==> src/rtl/fifo_write_arbiter.sv <==
`timescale 1ns/1ps
// fifo_write_arbiter
//   Round-robin arbiter sharing one async-FIFO write port among N requesters
//   in the write clock domain. A granted requester keeps the port for up to
//   MAX_BURST accepted words, then the port is re-arbitrated with the
//   previous owner at lowest priority. wfull stalls the burst without
//   losing the grant.
//
// Ports:
//   wclk, wrst   write clock, asynchronous active-high reset
//   req[N]       per-requester request, held with its data until gnt
//   wdata_in     requester i data on bits [i*DSIZE +: DSIZE]
//   gnt[N]       one-hot pulse per accepted word
//   wfull        FIFO full flag
//   winc, wdata  FIFO write strobe and data (data is 0 when winc is 0)
//   busy         a requester owns the port
//   owner        current or last owner index
//   stall_cnt    (FIFO_ARB_STATS_EN only) saturating count of cycles in
//                which the owner wanted to write but the FIFO was full
//
// Build option: define FIFO_ARB_STATS_EN to add the stall_cnt port.

module fifo_write_arbiter #(
  parameter int N         = 4,
  parameter int DSIZE     = 8,
  parameter int MAX_BURST = 4,
  parameter int IDW       = (N > 1) ? $clog2(N) : 1
) (
  input  logic               wclk,
  input  logic               wrst,
  input  logic [N-1:0]       req,
  input  logic [N*DSIZE-1:0] wdata_in,
  output logic [N-1:0]       gnt,
  input  logic               wfull,
  output logic               winc,
  output logic [DSIZE-1:0]   wdata,
  output logic               busy,
  output logic [IDW-1:0]     owner
`ifdef FIFO_ARB_STATS_EN
  ,
  output logic [15:0]        stall_cnt
`endif
);

  localparam int BW = (MAX_BURST > 1) ? $clog2(MAX_BURST) : 1;
  localparam logic [BW-1:0] LAST_BEAT = BW'(MAX_BURST - 1);

  typedef enum logic {IDLE, GRANT} state_t;

  state_t          state;
  logic [IDW-1:0]  rr;
  logic [BW-1:0]   beat_cnt;
  logic            req_own;
  logic [DSIZE-1:0] data_own;

  // First set request scanning upward from ptr+1 with wrap; ptr itself is
  // examined last, which gives the previous owner the lowest priority.
  function automatic logic [IDW-1:0] rr_pick(input logic [N-1:0] r,
                                             input logic [IDW-1:0] ptr);
    logic [IDW-1:0] idx;
    logic           found;
    rr_pick = ptr;
    found   = 1'b0;
    for (int k = 1; k <= N; k++) begin
      idx = IDW'((int'(ptr) + k) % N);
      if (!found && r[idx]) begin
        rr_pick = idx;
        found   = 1'b1;
      end
    end
  endfunction

  // Outputs are decoded from state so a reset between clock edges removes
  // any pending write at once.
  // NOTE: every signal written here gets a default first so no latch is inferred.
  always_comb begin
    req_own  = 1'b0;
    data_own = '0;
    for (int i = 0; i < N; i++) begin
      if (owner == IDW'(i)) begin
        req_own  = req[i];
        data_own = wdata_in[i*DSIZE +: DSIZE];
      end
    end
    busy  = (state == GRANT);
    winc  = busy && req_own && !wfull;
    wdata = winc ? data_own : '0;
    gnt   = '0;
    for (int i = 0; i < N; i++) begin
      gnt[i] = winc && (owner == IDW'(i));
    end
  end

  // NOTE: sequential state uses non-blocking assignments only, so every
  // register sees the pre-edge values of its neighbours.
  always_ff @(posedge wclk or posedge wrst) begin
    if (wrst) begin
      state    <= IDLE;
      owner    <= '0;
      rr       <= IDW'(N - 1);
      beat_cnt <= '0;
    end else begin
      case (state)
        IDLE: begin
          if (|req) begin
            state    <= GRANT;
            owner    <= rr_pick(req, rr);
            beat_cnt <= '0;
          end
        end
        GRANT: begin
          if (!req_own || (winc && beat_cnt == LAST_BEAT)) begin
            // Release or burst end: re-arbitrate this cycle from owner+1.
            rr       <= owner;
            beat_cnt <= '0;
            if (|req) begin
              owner <= rr_pick(req, owner);
            end else begin
              state <= IDLE;
            end
          end else if (winc) begin
            beat_cnt <= beat_cnt + 1'b1;
          end
          // wfull with req held: owner and beat_cnt simply hold.
        end
        default: state <= IDLE;
      endcase
    end
  end

`ifdef FIFO_ARB_STATS_EN
  always_ff @(posedge wclk or posedge wrst) begin
    if (wrst) begin
      stall_cnt <= '0;
    end else if (busy && req_own && wfull && stall_cnt != 16'hFFFF) begin
      stall_cnt <= stall_cnt + 16'd1;
    end
  end
`else
  // No stall statistics in this build.
`endif

endmodule

==> config.mk <==
export PLATFORM = sky130hd
export DESIGN_NAME = fifo_write_arbiter
export DESIGN_NICKNAME = d
export VERILOG_FILES = /design/src/rtl/fifo_write_arbiter.sv
export SDC_FILE = /design/constraint.sdc
export NUM_CORES = 1
export LEC_CHECK = 0
export BUFFER_PORTS_ARGS = -buffer_cell sky130_fd_sc_hd__buf_4
export CAP_MARGIN = 5
export CORE_UTILIZATION = 45
export CTS_BUF_LIST = sky130_fd_sc_hd__clkbuf_2
export DETAILED_ROUTE_END_ITERATION = 6
export PLACE_DENSITY = 0.8
export SYNTH_ARGS = -nofsm -noshare
export SYNTH_HDL_FRONTEND = slang
export SYNTH_SLANG_ARGS = --single-unit
==> constraint.sdc <==
create_clock -name wclk -period 3.7 [get_ports wclk]
set_clock_uncertainty 0.15 [all_clocks]
set_input_delay 0.185 -clock wclk [delete_from_list [all_inputs] [get_ports wclk]]
set_output_delay 0.185 -clock wclk [all_outputs]
set_load 0.02 [all_outputs]
==> Yosys cells after proc, flatten, opt, wreduce, memory -nomap -nowiden <==
Cells that the tools add are included.
{ "totals": {"inputBits": 39, "register_bits": 7, "output_inout_bits": 16} }
{ "op_classes": {"n_mux": 65, "reduce_logical": 27, "n_eq_ne": 9, "addsub": 9, "order_cmp": 8, "bitwise": 1} }
{ "ops": {"columns": ["cell", "n"], "rows": [
  ["2-to-1 mux 8 bit", 5],
  ["2-to-1 mux 1 bit", 35],
  ["2-to-1 mux 2 bit", 14],
  ["less-than comparator 2 x 3 -> 1 bit (second input constant)", 8],
  ["binary-select mux 1 bit (select 2 bit)", 8],
  ["logical AND 1 bit", 13],
  ["adder 2 x 1 -> 2 bit (second input constant)", 5],
  ["adder 2 bit (second input constant)", 4],
  ["zero test 1 bit", 8],
  ["case mux 2 bit (2 select lines)", 2],
  ["== test 2 bit (second input constant)", 3],
  ["!= test 5 x 1 -> 1 bit (second input constant)", 1],
  ["!= test 2 x 1 -> 1 bit (second input constant)", 2],
  ["AND reduction 2 bit", 2],
  ["AND reduction 4 bit", 1],
  ["OR reduction 4 bit", 1],
  ["!= test 3 x 2 -> 1 bit (second input constant)", 1],
  ["== test 2 x 1 -> 1 bit (second input constant)", 1],
  ["zero test 2 bit", 1],
  ["!= test 2 bit (second input constant)", 1],
  ["case mux 1 bit (2 select lines)", 1],
  ["logical OR 1 bit", 1],
  ["NOT 1 bit", 1]
]} }

==> Longest topological paths before layout <==
Gate-level depths: netlist of run 1.
{ "logic_depth": {"word_depth": 29, "mapped_depth": 10, "mapped_depth_nobuf": 8} }

==> Least setup slack after synthesis of run 1 <==
Ideal clock, no wire load.
{ "synth_path": {"path_kind": "flip-flop to output port", "from": "register owner[0]", "to": "output port gnt[0]", "stages_incl_launch_ff": 11, "arrival_time_ps": 2244, "path_buffers": 2, "setup_slack_ps": 1121, "cell_sequence": "dfrtp_1 inv_1 ha_1 buf_6 nor3b_1 a211oi_2 nand2_1 or2_1 buf_6 clkinv_2 and2_1"} }
{ "synth_via": {"elab_chain_cells": 8} }
{ "synth_lines": {"columns": ["item", "line", "rtl"], "rows": [
  ["start, declared", "38", "output logic [IDW-1:0] owner"],
  ["start signal, assigned", "107", "owner <= rr_pick(req, rr);"],
  ["start signal, assigned", "117", "owner <= rr_pick(req, owner);"],
  ["zero test 2 bit", "80", "if (owner == IDW'(i)) begin"],
  ["2-to-1 mux 1 bit (3 in series)", "80", null],
  ["2-to-1 mux 1 bit (*)", "80", null],
  ["logical AND 1 bit (*) (2 in series)", "86", "winc = busy && req_own && !wfull;"],
  ["via winc", "35", "output logic winc,"],
  ["logical AND 1 bit (*)", "90", "gnt[i] = winc && (owner == IDW'(i));"],
  ["end, declared", "33", "output logic [N-1:0] gnt,"]
]} }
The timed path passes the listed nets; every way through them passes the cells marked *.

==> Worst setup path after layout of run 1 <==
{ "layout_path": {"from": "register owner[0]", "to": "output port gnt[1]"} }
{ "layout_via": {"elab_chain_cells": 8} }
{ "layout_lines": {"columns": ["item", "line"], "rows": [
  ["zero test 2 bit", "80"],
  ["2-to-1 mux 1 bit (4 in series)", "80"],
  ["logical AND 1 bit (2 in series)", "86"],
  ["logical AND 1 bit (*)", "90"]
]} }
Every way passes the cells marked *; elsewhere a longest branch is shown, timed or not.

==> key figures, run 1 <==
Outcome
  – Status: completed

Yosys
  – Adder-cell share of the synthesized area: 0.0703
  – Largest cells by area after synthesis: dfrtp_1 12%, a221oi_1 7.6%, a21oi_1 6.3%
  – Mapped Cells: 139
  – Post-synth EDFFs: 0
  – Synth top area share: 0.121
  – Largest family of logic cells by synthesized area: simple AND/OR/NAND/NOR gates
  – Synth Flop Type: dfrtp_1
  – Synth cell types: 45
  – Synthesized area: slightly above 0.001 mm^2
  – Mapped Avg Cell Area: 7.43 um^2
  – Yosys top cell by area: dfrtp_1
  – Post-synthesis simple-gate area fraction: 0.288
  – Yosys warns: 0
  – Xor/xnor cell area share of the yosys netlist: 0
  – Async SR Flop Fraction: 1.00
  – Syn_nets: 183
  – #FFs+latches synth: 7
  – Mux contribution to synthesized area: 0.0752
  – Seq/Total Area, Yosys: 0.172
  – Post-synthesis compound-gate area fraction: 0.286

CTS
  – Max Buffers Root-to-Sink: 2
  – Clock root buffer: clkbuf_2
  – Worst-Skew Late Latency: around 0.23 ns
  – H-tree depth: 1
  – CTS tree: done
  – Worst-path clk slew: around 0.080 ns
  – Clock sinks: 7
  – Post-CTS sizing: 0
  – CTS Buf Count: 3

Timing
  – Worst Max-Slew Pin Slew: 0.691 ns
  – Final Hold Fails: 0
  – Final min period: roughly 3.1 ns
  – Setup tns final: 0 ns
  – Fmax: around 320 MHz
  – Slew headroom: 0.540
  – Fin crit share: 0.848
  – Pins Over Slew Limit: 0
  – Setup violations, final: 0
  – RSZ-0062 raised after global routing: false

Layout
  – Share of cells above drive strength 1: 0.373
  – Most common cell after layout, fill and taps aside: buf_4
  – Design area: roughly 0.0014 mm^2
  – Nets@finish: 230
  – Area growth, synth to finish: 38.1%
  – Most frequent cells in the layout: 54 x buf_4, 13 x a21oi_1, 12 x nor2_1
  – Antenna cell count: 0
  – Utilization after layout: 0.691
  – Layout fillers: 184

Critical path
  – Worst Path Arrival: approximately 2.8 ns
  – Worst reg2reg startpoint: owner[0]
  – Max FO, Critical Path: 19
  – Crit end category: output port
  – Critical Path Start: owner[0]
  – WP data required: about 3.4 ns
  – Critical path launch point type: flip-flop
  – Setup CP Type: flip-flop to output port

Floorplanning
  – Chip width: 49.9 um
  – Num rows: 16
  – Core ar.: 0.00206 mm^2
  – Die area: between 0.002 and 0.0025 mm^2
  – Starting Density: 0.501
  – Io pins: 55
  – Height of the die: about 50 um

GRT
  – Gr ovfl total: 0
  – GRT Total Usage: 0.246
  – First-pass GRT wire length: between 4 and 5 mm
  – Antenna violations before repair: 0
  – Largest net degree at the start of global routing: 21
  – Vias in the first global route: around 1100

Routing
  – Via density: just under 6
  – Total wire length: about 3 mm
  – Drt initial violations: 42
  – Drc violations: 0
  – Routed WL per cell: around 14 um
  – Routed vias: between 1000 and 1500
  – Antenna-violating nets left: 0
  – Pre-antenna DRT Iters: 4

Placement
  – Detail Placement HPWL: 2.30 mm
  – Placed cell areas: roughly 0.0014 mm^2
  – RD Place Congestion: between 0.9 and 1
  – Port Buffers: 54

Pwr
  – Leak: 0.685 nW
  – Power Density: 765 mW/mm^2
  – Peak supply drop: about 0.00054 V

Hold path
  – HP Start: req[0]
  – HP Class: primary input to flip-flop

Flow run
  – Total of max-cap violations: 0
-- layout make-up --
cell class	count	area, um^2	area share
Clock buffer	4	20.0	0.0140
Inverter	9	35.0	0.0246
Multi-Input combinational cell	110	743	0.522
Sequential cell	7	178	0.125
Tap cell	27	33.8	0.0237
Timing Repair Buffer	55	415	0.291
-- logic make-up after synthesis --
logic type	after synthesis
muxes	6
DFF	7
buffers and inverters	22
and+or+nand+nor	57
adders and majority gates	6
AOI/OAI and AO/OA	41
-- through the flow --
step / cells / power, W / hold slack [ns] / setup WS (ns)
2_1_floorplan: 139 / 0.000829 / -0.163 / 1.12
3_3_place_gp: 207 / 0.00100 / -0.0271 / 0.985
3_5_place_dp: 207 / 0.00103 / -0.0208 / 0.831
4_1_cts: 212 / 0.00109 / 0.119 / 0.573
5_1_grt: 212 / 0.00119 / 0.131 / 0.305
6_report: 212 / 0.00109 / 0.121 / 0.563
-- where the power goes --
part           switching, W  internal (W)
sequential        0.0000512      0.000118
clock             0.0000279     0.0000287
combinational      0.000469      0.000395
total              0.000548      0.000541
-- sequential cells by signal (all words and copies together) (netlist names) --
name      flops
busy          1
rr            2
beat_cnt      2
owner         2
-- critical path: stages, from the launching register on --
cell and delay, ns:
dfrtp_1 0.49, inv_1 0.20, ha_1 0.54, a211oi_1 0.12
a211oi_2 0.35, nand2_1 0.11, or2_1 0.36, clkinv_2 0.12
and2_1 0.14, buf_4 0.14
-- timing repair --
action / 4_1_cts / 5_1_grt
setup buffers: 0 / 0
hold buffers: 1 / 0
hold endpoints to repair: 7 / 0
-- cells in the mapped netlist, types with 4 or more instances --
library cell,instances
mux2_2,4
buf_2,7
and2_1,4
nor2_1,12
dfrtp_1,5
ha_1,5
a221oi_1,9
nor2b_1,10
nor3_1,9
a21oi_1,13
nand2_1,8
inv_1,6
-- layer usage --
metal,GRT usage,share of wire,vias up
met1,0.284,0.41,557
li1,-,-,597
met4,0.0524,0.0076,0
met5,0,0,-
met3,0.0525,0.087,4
met2,0.457,0.50,71
-- path summary, 6_finish.rpt --
path / to / slack [ns] / cells past startpoint
worst min-delay path: busy / 0.12 / 2
min in group asynchronous: beat_cnt[0] / 0.32 / 3
worst max register to register: owner[1] / 1.18 / 7
worst max-delay path: gnt[1] / 0.56 / 9
max in group asynchronous: rr[0] / 2.81 / 3
worst min register to register: beat_cnt[1] / 0.37 / 1
(Power assumes the default switching activity.)
==> run 2: changes to the inputs <==
--- a/config.mk
+++ b/config.mk
@@ -7,10 +7,10 @@
 export LEC_CHECK = 0
 export BUFFER_PORTS_ARGS = -buffer_cell sky130_fd_sc_hd__buf_4
 export CAP_MARGIN = 5
-export CORE_UTILIZATION = 45
+export CORE_UTILIZATION = 42
 export CTS_BUF_LIST = sky130_fd_sc_hd__clkbuf_2
 export DETAILED_ROUTE_END_ITERATION = 6
-export PLACE_DENSITY = 0.8
+export PLACE_DENSITY = 0.79
 export SYNTH_ARGS = -nofsm -noshare
 export SYNTH_HDL_FRONTEND = slang
 export SYNTH_SLANG_ARGS = --single-unit
==> constraint.sdc (replaced) <==
create_clock -name wclk -period 2.8 [get_ports wclk]
set_clock_uncertainty 0.15 [all_clocks]
set_input_delay 0.14 -clock wclk [delete_from_list [all_inputs] [get_ports wclk]]
set_output_delay 0.14 -clock wclk [all_outputs]
set_load 0.02 [all_outputs]
==> run 2 against run 1 <==
Flip-flop and latch count unchanged. Worst setup slack worse by 0.37 ns. Routed wire length up 3.6%. Critical path depth unchanged. Final cell count up 3.3%. Power up 43%. Count of clock-buffer cells in the layout unchanged. Global-route usage down 1.5 points. Sequential power up 27%. Via count up 0.73%. Final area up 5.0%. Clock power up 43%. Largest cell class unchanged.
==> key figures, run 2 (synthesis gave the netlist of run 1 again) <==
Pwr
  – Net Sw Frac: 0.490
  – Int Power: roughly 0.00079 W
  – Sequential share of power: 0.137
  – Peak supply drop: slightly below 0.0008 V
  – Combinational power share: 0.811
  – Clock share of power: 0.052
  – Leak: ~0.72 nW
  – Net Switching: between 0.0007 and 0.0008 W
  – Power Density: 1040 mW/mm^2

Critical path
  – WP data required: around 2.5 ns
  – WP buf/inv: 3
  – Critical path launch point type: flip-flop
  – Max FO, Critical Path: 9
  – Largest stage delay, worst path: 0.47 ns
  – Critical Path End: gnt[3]
  – Crit Reg-Reg Endpoint: owner[1]
  – CP Depth: 9
  – Ordered list of cells on the worst path: inv_1 > ha_1 > nor3b_2 > a211oi_4 > nand2_1 > or2_4 > clkinv_2 > and2_1 > buf_4
  – Worst Path Arrival: about 2.3 ns
  – R2R setup slack: ~0.46 ns
  – Crit end category: output port
  – Worst reg2reg startpoint: owner[0]
  – Crit path max-delay cell type: dfrtp_2
  – Crit-path leading delay family: simple AND/OR/NAND/NOR gates
  – Critical Path Start: owner[0]
  – Reg2reg path depth: 7
  – Setup CP Type: flip-flop to output port

Layout
  – Most common cell after layout, fill and taps aside: buf_4
  – Nets@finish: approximately 240
  – FF/Latch Area: around 180 um^2
  – Multi-input gate area: between 700 and 800 um^2
  – Antenna cell count: 0
  – Final cell count without fillers: around 220
  – Top flop regs: beat_cnt: 2 flops, owner: 2 flops, rr: 2 flops
  – Area growth, synth to finish: 45.0%
  – Share of cells above drive strength 1: 0.424
  – Most frequent cells in the layout: 60 x buf_4, 13 x a21oi_1, 12 x nor2_1
  – Layout fillers: 202

CTS
  – Worst-path clk slew: approximately 0.09 ns
  – CTS Buf Count: 3
  – Worst-Skew Late Latency: about 0.25 ns
  – Clock sinks: 7
  – Clock root buffer: clkbuf_2
  – Max Buffers Root-to-Sink: 2
  – CTS tree: done
  – H-tree depth: 1

Flow run
  – Total of max-cap violations: 0

Routing
  – Antenna-violating nets left: 0
  – Pre-antenna DRT Iters: 4
  – Total wire length: approximately 3.1 mm
  – Routed vias: approximately 1200
  – Drt initial violations: 48
  – Via density: around 5.7
  – Routed WL per cell: ~14 um
  – Drc violations: 0

Timing
  – RSZ-0062 raised after global routing: false
  – Slew headroom: 0.759
  – Fin crit share: 0.931
  – Setup tns final: 0 ns
  – Final Hold Fails: 0
  – Final hold slack: approximately 0.071 ns
  – Pins Over Slew Limit: 0
  – Worst Max-Slew Pin Slew: 0.361 ns
  – Final min period: 2.61 ns
  – Setup violations, final: 0
  – Fmax: about 380 MHz

GRT
  – Largest net degree at the start of global routing: 18
  – Gr ovfl total: 0
  – Antenna violations before repair: 0
  – Vias in the first global route: 1099
  – First-pass GRT wire length: between 4 and 5 mm
  – GRT Total Usage: 0.232

Outcome
  – Status: completed

Floorplanning
  – Die area: 0.00266 mm^2
  – Io pins: between 50 and 60
  – Starting Density: 0.458
  – Core ar.: 0.00225 mm^2
  – Chip width: just over 50 um
  – Num rows: 17
  – Height of the die: about 52 um

Placement
  – Port Buffers: 54
  – RD Place Congestion: between 0.9 and 1
  – Dpl cells: approximately 210
  – Detail Placement HPWL: ~2.4 mm

Hold path
  – HP Class: primary input to flip-flop
[run 2: cell types whose count changed in the layout (fill, tap and decap cells not counted), sizes merged]
cell,previous run,this run
buf,54,60
[run 2: cell type report]
| cell class | count | area share |
|---|---|---|
| clock buffer | 4 | 0.0134 |
| timing repair buffer | 61 | 0.308 |
| inverter | 9 | 0.0234 |
| sequential | 7 | 0.120 |
| multi-input combinational | 110 | 0.512 |
| tap | 28 | 0.0234 |
[run 2: metrics by stage]
| stage | util | instance area, um^2 | setup slack [ns] | power, W |
|---|---|---|---|---|
| 2_1_floorplan | - | 1030 | 0.266 | 0.00109 |
| 3_3_place_gp | 0.629 | 1420 | 0.325 | 0.00135 |
| 3_5_place_dp | 0.629 | 1420 | 0.243 | 0.00138 |
| 4_1_cts | 0.644 | 1450 | 0.0831 | 0.00147 |
| 5_1_grt | 0.664 | 1500 | 0.00583 | 0.00170 |
| 6_report | 0.664 | 1500 | 0.192 | 0.00156 |
[run 2: worst min path at each step]
| stage | endpoint | start | depth (start not counted) | slack [ns] |
|---|---|---|---|---|
| floorplan | beat_cnt[0] | wrst | 1 | -0.21 |
| global placement | busy | wrst | 2 | -0.07 |
| detailed placement | beat_cnt[0] | wrst | 2 | -0.07 |
| CTS | busy | req[0] | 2 | 0.07 |
| global route | busy | req[0] | 2 | 0.08 |
| finish | busy | req[0] | 2 | 0.07 |
[run 2: worst register-to-register path: cells and delay by family, from the launching register on]
kind / cells / cell delay (ns)
compound gates: 2 / 0.53
fa+ha+maj: 1 / 0.47
flops: 1 / 0.47
buf+inv: 1 / 0.15
simple gates: 3 / 0.52
[run 2: power groups by stage]
| stage | Clock [W] | Combinational [W] | Sequential [W] |
|---|---|---|---|
| after floorplan | 0 | 0.000871 | 0.000224 |
| after global placement | 0 | 0.00113 | 0.000219 |
| after detailed placement | 0 | 0.00116 | 0.000224 |
| after CTS | 0.0000791 | 0.00116 | 0.000227 |
| after global routing | 0.0000860 | 0.00139 | 0.000220 |
| final | 0.0000809 | 0.00126 | 0.000214 |
[run 2: repair_timing]
action	CTS	global route
gates resized for setup	2	5
hold endpoints to repair	7	0
endpoints found under the setup margin	5	13
hold buffers	1	0
buffers inserted	0	3
[run 2: per-layer routing]
metal	GRT usage	share of wire
met3	0.0468	0.11
met4	0.0495	0.0077
met1	0.282	0.40
met5	0	0
met2	0.418	0.48
==> run 3: changes to the inputs <==
--- a/config.mk
+++ b/config.mk
@@ -5,7 +5,7 @@
 export SDC_FILE = /design/constraint.sdc
 export NUM_CORES = 1
 export LEC_CHECK = 0
-export BUFFER_PORTS_ARGS = -buffer_cell sky130_fd_sc_hd__buf_4
+export BUFFER_PORTS_ARGS = -buffer_cell sky130_fd_sc_hd__buf_2
 export CAP_MARGIN = 5
 export CORE_UTILIZATION = 42
 export CTS_BUF_LIST = sky130_fd_sc_hd__clkbuf_2
==> constraint.sdc (replaced) <==
create_clock -name wclk -period 2.8 [get_ports wclk]
set_clock_uncertainty 0.15 [all_clocks]
set_input_delay 0.42 -clock wclk [delete_from_list [all_inputs] [get_ports wclk]]
set_output_delay 0.42 -clock wclk [all_outputs]
set_load 0.02 [all_outputs]
==> run 3 against run 2 <==
Register-to-register slack improved by 0.21 ns. Sequential power about the same. Global-route usage increased by 0.45 points. Maximum frequency decreased by 5.0%. Clock power decreased by 5.8%. Worst setup slack got worse by 0.14 ns. Critical path depth decreased by 2. Routed wire length increased by 11%. Final cell count increased by 2.7%. Critical path type unchanged. Core utilization decreased by 1.1 points. Final area decreased by 1.6%. First-iteration DRC count decreased by 44%.
==> key figures, run 3 (synthesis gave the netlist of run 1 again) <==
Routing
  – Drt initial violations: 27
  – Antenna-violating nets left: 0
  – Pre-antenna DRT Iters: 4
  – Routed WL per cell: 15.4 um
  – Drc violations: 0
  – Via density: just over 6
  – Routed vias: approximately 1400
  – Total wire length: between 3 and 4 mm

Floorplanning
  – Num rows: 17
  – Io pins: between 50 and 60
  – Chip width: between 50 and 60 um
  – Die area: around 0.0027 mm^2
  – Starting Density: 0.458
  – Core ar.: between 0.002 and 0.0025 mm^2
  – Height of the die: around 52 um

CTS
  – Clock sinks: 7
  – Max Buffers Root-to-Sink: 2
  – CTS Buf Count: 3
  – H-tree depth: 1
  – Clock root buffer: clkbuf_2
  – Worst-path clk slew: 0.07 ns
  – Worst-Skew Late Latency: 0.24 ns
  – CTS tree: done

Timing
  – Final min period: between 2 and 3 ns
  – Pins Over Slew Limit: 0
  – Fmax: 364 MHz
  – Fin crit share: 0.980
  – Worst Max-Slew Pin Slew: approximately 0.38 ns
  – Setup violations, final: 0
  – Slew headroom: 0.745
  – Final Hold Fails: 0

GRT
  – GRT Total Usage: 0.236
  – Vias in the first global route: 1133
  – Largest net degree at the start of global routing: 18
  – Antenna violations before repair: 0
  – First-pass GRT wire length: approximately 4.7 mm
  – Gr ovfl total: 0

Layout
  – Final cell count without fillers: about 230
  – Layout fillers: about 200
  – Design area: roughly 0.0015 mm^2
  – Top flop regs: beat_cnt: 2 flops, owner: 2 flops, rr: 2 flops
  – Most common cell after layout, fill and taps aside: buf_2
  – Area growth, synth to finish: 42.7%
  – Antenna cell count: 0
  – Most frequent cells in the layout: 50 x buf_2, 13 x a21oi_1, 12 x nor2_1
  – Share of cells above drive strength 1: 0.472
  – Utilization after layout: 0.653
  – Nets@finish: between 200 and 250

Hold path
  – HP Start: beat_cnt[1]
  – WHS Path Cells: 1
  – HP Class: flip-flop to flip-flop
  – Hold endpoint: beat_cnt[1]

Placement
  – RD Place Congestion: 0.930
  – Port Buffers: 54
  – Detail Placement HPWL: around 2.3 mm
  – Placed cell areas: 0.00130 mm^2
  – Dpl cells: approximately 210

Critical path
  – Setup CP Type: flip-flop to output port
  – Crit Reg-Reg Endpoint: owner[1]
  – Reg2reg path depth: 7
  – WP data required: around 2.2 ns
  – R2R setup slack: around 0.67 ns
  – Max FO, Critical Path: 6
  – Largest stage delay, worst path: roughly 0.5 ns
  – Critical Path Start: owner[0]
  – Crit path max-delay cell type: dfrtp_2
  – Worst reg2reg startpoint: owner[0]
  – Worst Path Arrival: 2.18 ns
  – Crit end category: output port
  – Ordered list of cells on the worst path: ha_4 > nand3b_1 > a211oi_2 > nand2_1 > or2_2 > nor2_1 > buf_2
  – Critical path launch point type: flip-flop

Pwr
  – Leak: roughly 0.7 nW
  – Peak supply drop: between 0.0006 and 0.0007 V
  – Power Density: ~1100 mW/mm^2

Flow run
  – Total of max-cap violations: 0

Outcome
  – Status: completed
==> run 3: layout make-up <==
| class | count | area (um^2) | share of cell area |
|---|---|---|---|
| Clock buffer | 4 | 20.0 | 0.0136 |
| Timing Repair Buffer | 66 | 388 | 0.263 |
| Multi-Input combinational cell | 111 | 812 | 0.551 |
| Inverter | 9 | 38.8 | 0.0263 |
| Sequential cell | 7 | 179 | 0.121 |
| Tap cell | 28 | 35.0 | 0.0238 |
==> run 3: metrics by stage <==
| stage | TNS [ns] | hold slack (ns) | worst slack, ns | power (W) |
|---|---|---|---|---|
| after detailed placement | 0 | 0.197 | 0.112 | 0.00137 |
| after global routing | -0.0777 | 0.389 | -0.0361 | 0.00181 |
| after floorplan | 0 | 0.0719 | 0.117 | 0.00110 |
| after global placement | 0 | 0.190 | 0.262 | 0.00132 |
| after CTS | 0 | 0.368 | 0.0646 | 0.00147 |
| final | 0 | 0.371 | 0.0549 | 0.00168 |
==> run 3: where the power goes <==
part	switching (W)	internal (W)
clock network	0.0000383	0.0000379
logic	0.000741	0.000647
registers	0.0000567	0.000158
==> run 3: per-layer routing <==
layer | share of wire | wire, um | track usage
met1 | 0.37 | 1290 | 0.231
met2 | 0.51 | 1760 | 0.476
met3 | 0.10 | 353 | 0.0439
met4 | 0.018 | 61 | 0.0901
met5 | 0 | 0 | 0
==> run 3: repair_timing <==
item                                   in CTS  in global routing
buffers inserted                            2                  4
setup endpoints to repair                  13                 12
resized for setup                           1                 24
hold buffers                                1                  0
pin swaps                                   0                  3
gates cloned                                0                  1
endpoints found under the hold margin       5                  0
==> run 3: how the worst max path moves through the flow <==
stage,to,slack [ns],cells after the start
after floorplan,gnt[0],0.12,10
after global placement,gnt[3],0.26,9
after detailed placement,gnt[0],0.11,9
after CTS,wdata[5],0.06,8
after global routing,wdata[3],-0.04,7
final,wdata[3],0.05,7
==> run 3: critical path, delay by kind of cell, from the launching register on <==
kind            cells  cell delay, ns
simple gates        4            0.83
flops               1            0.49
compound gates      1            0.24
fa+ha+maj           1            0.21
buf+inv             1            0.17
